--- config.mk ---
export PLATFORM = sky130hd
export DESIGN_NAME = pc_sequencer
export DESIGN_NICKNAME = d
export VERILOG_FILES = /design/src/rtl/pc_sequencer.sv
export SDC_FILE = /design/constraint.sdc
export NUM_CORES = 1
export LEC_CHECK = 0
export CORE_MARGIN = 1.5
export CORE_UTILIZATION = 35
export CTS_CLUSTER_SIZE = 14
export DETAILED_ROUTE_END_ITERATION = 16
export GPL_TIMING_DRIVEN = 1
export PLACE_DENSITY = 0.66
export SYNTH_ARGS = -nofsm -noshare
export SYNTH_HDL_FRONTEND = slang
export SYNTH_SLANG_ARGS = --single-unit
--- constraint.sdc ---
create_clock -name clk -period 3.9 [get_ports clk]
set_input_delay 0.39 -clock clk [delete_from_list [all_inputs] [get_ports clk]]
set_output_delay 0.39 -clock clk [all_outputs]
set_load 0.03 [all_outputs]
--- src/rtl/pc_sequencer.sv ---
// Multi-cycle instruction sequencer: steps IF/ID/EXE/MEM/WB, strobes PCWre once per
// retired instruction and forms the next-PC value for the PC register.
//   state | meaning
//   IF    | fetch, instruction register loads
//   ID    | decode; jumps retire here
//   EXE   | execute; branches retire here
//   MEM   | data memory access, waits on mem_ready; stores retire here
//   WB    | register writeback; R-type and loads retire here
//   HALT  | parked until reset
module pc_sequencer #(
    parameter logic [5:0] OP_RTYPE = 6'b000000,
    parameter logic [5:0] OP_LW    = 6'b100011,
    parameter logic [5:0] OP_SW    = 6'b101011,
    parameter logic [5:0] OP_BEQ   = 6'b000100,
    parameter logic [5:0] OP_BNE   = 6'b000101,
    parameter logic [5:0] OP_J     = 6'b000010,
    parameter logic [5:0] OP_HALT  = 6'b111111
) (
    input  logic        clk,
    input  logic        reset,
    input  logic [5:0]  opcode,
    input  logic        zero,
    input  logic [31:0] pc_cur,
    input  logic [31:0] imm_ext,
    input  logic [25:0] jtarget,
    input  logic        mem_ready,
    output logic        PCWre,
    output logic        ir_we,
    output logic        mem_en,
    output logic [31:0] next_pc,
    output logic [2:0]  state,
    output logic        halted,
    output logic [31:0] instr_count
);

    typedef enum logic [2:0] {
        S_IF   = 3'b000,
        S_ID   = 3'b001,
        S_EXE  = 3'b010,
        S_MEM  = 3'b011,
        S_WB   = 3'b100,
        S_HALT = 3'b111
    } state_t;

    state_t      st;
    logic        is_branch;
    logic        taken;
    logic [31:0] pc4;

    assign is_branch = (opcode == OP_BEQ) || (opcode == OP_BNE);
    assign taken     = ((opcode == OP_BEQ) && zero) || ((opcode == OP_BNE) && !zero);
    assign pc4       = pc_cur + 32'd4;

    always_comb begin
        next_pc = pc4;
        if (opcode == OP_J)
            next_pc = {pc4[31:28], jtarget, 2'b00};
        else if (taken)
            next_pc = pc4 + (imm_ext << 2);
    end

    assign state  = st;
    assign ir_we  = (st == S_IF);
    // Strobe-type outputs are masked while reset is held so an aborted instruction never retires.
    assign mem_en = reset && (st == S_MEM);
    assign halted = reset && (st == S_HALT);

    always_comb begin
        PCWre = 1'b0;
        case (st)
            S_ID:  PCWre = (opcode == OP_J);
            S_EXE: PCWre = is_branch;
            S_MEM: PCWre = (opcode == OP_SW) && mem_ready;
            S_WB:  PCWre = 1'b1;
            default: PCWre = 1'b0;
        endcase
        if (!reset)
            PCWre = 1'b0;
    end

    always_ff @(posedge clk) begin
        if (!reset) begin
            st          <= S_IF;
            instr_count <= '0;
        end else begin
            if (PCWre)
                instr_count <= instr_count + 32'd1;
            case (st)
                S_IF:  st <= S_ID;
                S_ID: begin
                    if (opcode == OP_J)
                        st <= S_IF;
                    else if (opcode == OP_HALT)
                        st <= S_HALT;
                    else
                        st <= S_EXE;
                end
                S_EXE: begin
                    if (is_branch)
                        st <= S_IF;
                    else if ((opcode == OP_LW) || (opcode == OP_SW))
                        st <= S_MEM;
                    else
                        st <= S_WB;
                end
                S_MEM: begin
                    if (mem_ready)
                        st <= (opcode == OP_LW) ? S_WB : S_IF;
                end
                S_WB:   st <= S_IF;
                S_HALT: st <= S_HALT;
                default: st <= S_IF;
            endcase
        end
    end

endmodule

==> results.txt <==
The area share of the largest cell type after synthesis works out to 0.153. The tools report the share of synthesized area occupied by flip-flops and latches as 0.153. Setup repair after global routing could not meet its margin everywhere.

Number of setup violations in the final report: 0. Ranked by total cell area, the synthesized netlist is headed by sky130_fd_sc_hd__dfxtp_1, sky130_fd_sc_hd__ha_1, sky130_fd_sc_hd__xnor2_1. In this run the clock root is driven by a sky130_fd_sc_hd__clkbuf_16.

The logs give 0.360 for the initial cell density of the core and 0 for the post-cts hold buffer count. Counting every instance in the synthesized netlist gives 622. After synthesis the cells add up to 4570 µm².

The flow ran to the end, and the final reports show no timing, DRC or antenna violations. The number of antenna diodes is 0, and the final wirelength is 19400 µm. Data arrives at the worst endpoint at 3.44 ns. The tools report the count of unique library cells instantiated by Yosys as 60.

The floorplan step defined a core boundary enclosing 12700 µm². The run gives 2 as the number of levels the H-tree was split into. After layout, the design draws a total of 0.00183 W. The run gives 0.0711 ns as the final worst-path setup slack. The most common cell in the synthesized netlist is sky130_fd_sc_hd__nand2_1.

Counting every sink on the clock net gives 35. During placement, the flow inserted port buffers numbering 168. The number of buffers created by CTS is 5, and the total non-filler cell area in the finished layout is 8510 µm². The horizontal extent of the die was 117 µm. Power per standard cell area: 215 nW/µm². Summed over all layers, the global routing overflow is 0.

Signed area change from the synthesized netlist to the final layout: 86.4%. The endpoint class of the critical path is an output pin. The detail route stage leaves a number of antenna-violating nets equal to 0.

The overall die height works out to 117 µm. The logs give 0 for the number of hold-slack violations in the final timing report and 0.269 for the total global routing track utilization. The run gives 3.68 nW as the leakage power. STA classifies the critical path startpoint as an input pin. The type of the setup path with the least slack was input pin to output pin. The logs give 0.672 for the end-of-flow core utilization and 0 for the final-report max-slew violation count. In this run the core area contains 41 standard-cell rows.

The number of enable-type register cells in the synthesized netlist came out at 0. Fraction of layout instances using a drive strength above 1: 0.340. In the final routed layout, each cell accounts on average for 17.3 µm. The tools report the clock skew as 0.00583 ns. The mean number of vias per cell works out to 5.44. The number of global-route vias before repair is 5984.

The die area was 13700 µm²; the count of routing violations after the opening detailed-route iteration was 397. TritonCTS built the clock tree. First-pass GRT wire length: 29100 µm.

The class of the tightest hold or removal check is register to register. The run gives 0.568 as the worst slew margin relative to its limit. Required time of the critical path: 3.51 ns. The period utilization was 0.982. The clock passes through at most 2 buffers.

The tools report the clock network latency to the later pin of the worst-skew pair as 0.28 ns. VDD sags by at most 0.141 mV. For this block, the via count after detailed routing is 6072. The synthesized design spends more area on one cell type than any other, namely sky130_fd_sc_hd__dfxtp_1. Entering global routing, the biggest net connects 23 pins. For this run, the number of Yosys warnings is 0. The congestion estimate from routability-driven global placement came to 0.941. The transition time of the tightest slew-check pin is 0.647 ns, and the post-placement setup slack is -0.657 ns.

Synthesis produced a netlist with a net count of 761. In this run the worst path has a maximum fanout of 4. The average cell area after synthesis is 7.34 µm². Among all flip-flop cells after synthesis, the most frequent one is sky130_fd_sc_hd__dfxtp_1. The max-capacitance violation count was 0; the share of async-settable or async-resettable flops after synthesis was 0. By count the netlist is led by sky130_fd_sc_hd__nand2_1, sky130_fd_sc_hd__a21oi_1, sky130_fd_sc_hd__nor2_1, sky130_fd_sc_hd__o21ai_0, sky130_fd_sc_hd__ha_1. After the last flow step, the layout net total stands at 1083.

Synthesis inferred 35 register bits. The clock transition at the register clock pins on the worst setup and hold paths after CTS is 0.05 ns, and the placed standard-cell area is 7450 µm². The HPWL after detailed placement was 14900 µm.

Final critical delay including setup and external delays: 3.83 ns. Based on the critical path, the design can be clocked at up to 0.261 GHz. The tools report the first-pass iteration count of the detailed router as 5. Post-detailed-route DRC marker count: 0. 171 I/O pins were placed. For the number of antenna violations at the first check in global routing, the log shows 0.

The filler cells instantiated in the layout total 1025.
[power breakdown]
group	leakage, nW	internal, W	total, W	switching (W)
logic	3.31	0.000487	0.000946	0.000458
clock network	0.0911	0.000366	0.000509	0.000143
registers	0.282	0.000362	0.000374	0.0000114
total	3.68	0.00122	0.00183	0.000613
[stage by stage]
stage	cells	TNS [ns]	hold slack (ns)
finish	1117	0	0.502
global placement	1082	-6.38	0.480
CTS	1107	-0.0400	0.509
detailed placement	1082	-8.00	0.501
floorplan	622	0	0.539
global route	1117	-0.195	0.528
[final timing paths]
kind	slack, ns	cells after the start	from	end
setup reg to reg	1.38	8	state[1]	instr_count[20]
setup / recovery	0.07	17	pc_cur[6]	next_pc[31]
hold reg to reg	0.50	2	instr_count[28]	instr_count[28]
hold / removal	0.50	2	instr_count[28]	instr_count[28]
[worst max-delay path, cell delays in order]
cell                        delay (ns)
sky130_fd_sc_hd__buf_6            0.07
sky130_fd_sc_hd__and4_4           0.24
sky130_fd_sc_hd__nand4_4          0.13
sky130_fd_sc_hd__nor4_4           0.33
sky130_fd_sc_hd__buf_4            0.21
sky130_fd_sc_hd__nand3_4          0.10
sky130_fd_sc_hd__xnor2_4          0.17
sky130_fd_sc_hd__ha_4             0.18
sky130_fd_sc_hd__a2111oi_4        0.40
sky130_fd_sc_hd__o21ai_2          0.14
sky130_fd_sc_hd__nand2b_4         0.10
sky130_fd_sc_hd__a21oi_4          0.06
sky130_fd_sc_hd__or3_4            0.38
sky130_fd_sc_hd__o41ai_4          0.07
sky130_fd_sc_hd__a2111oi_4        0.10
sky130_fd_sc_hd__xnor2_2          0.21
sky130_fd_sc_hd__buf_12           0.14
[state kept, by name, indices dropped and copies added, names as in the netlist]
name,flops
state,3
instr_count,32
[cell type report]
class,instances,area [µm²],share of cell area
multi-input combinational,539,4360,0.512
timing repair buffer,340,2970,0.349
sequential,35,701,0.0823
tap,172,215,0.0253
clock buffer,6,129,0.0151
inverter,23,86.3,0.0101
clock inverter,2,60.1,0.00705
[per-layer routing]
layer / global-route usage / wire length [µm] / up-vias
li1: - / - / 2905
met1: 0.328 / 7930 / 2858
met5: 0 / 0 / -
met3: 0.0309 / 1250 / 45
met4: 0.0819 / 558 / 0
met2: 0.493 / 9620 / 264
[placed cells by master (no fill, tap or decap), drive strengths merged, types with 26 or more instances in the layout]
master,netlist,final
clkdlybuf4s50,0,122
nand2,48,48
buf,6,204
dfxtp,35,35
xnor2,37,37
a21oi,42,42
nor2,43,43
o21ai,44,44
ha,38,38
and2,26,26
xor2,36,36
[what timing repair did]
action                                  in CTS  in global routing
gates resized for setup                    123                 58
endpoints found under the setup margin      21                 18
buffers inserted                            18                 11
pin swaps                                   72                 35
[cell families (layout without fill, tap and decap cells)]
group,after synthesis,after routing,synth area share
adder cells (fa/ha/maj),39,39,0.108
buffers and inverters,48,371,0.0430
XOR/XNOR,73,73,0.140
flip-flops,35,35,0.153
multiplexers,4,4,0.00877
AND/OR/NAND/NOR,242,242,0.283
AO/OA/AOI/OAI,181,181,0.263
No activity file was read; power rests on OpenSTA's default activity.
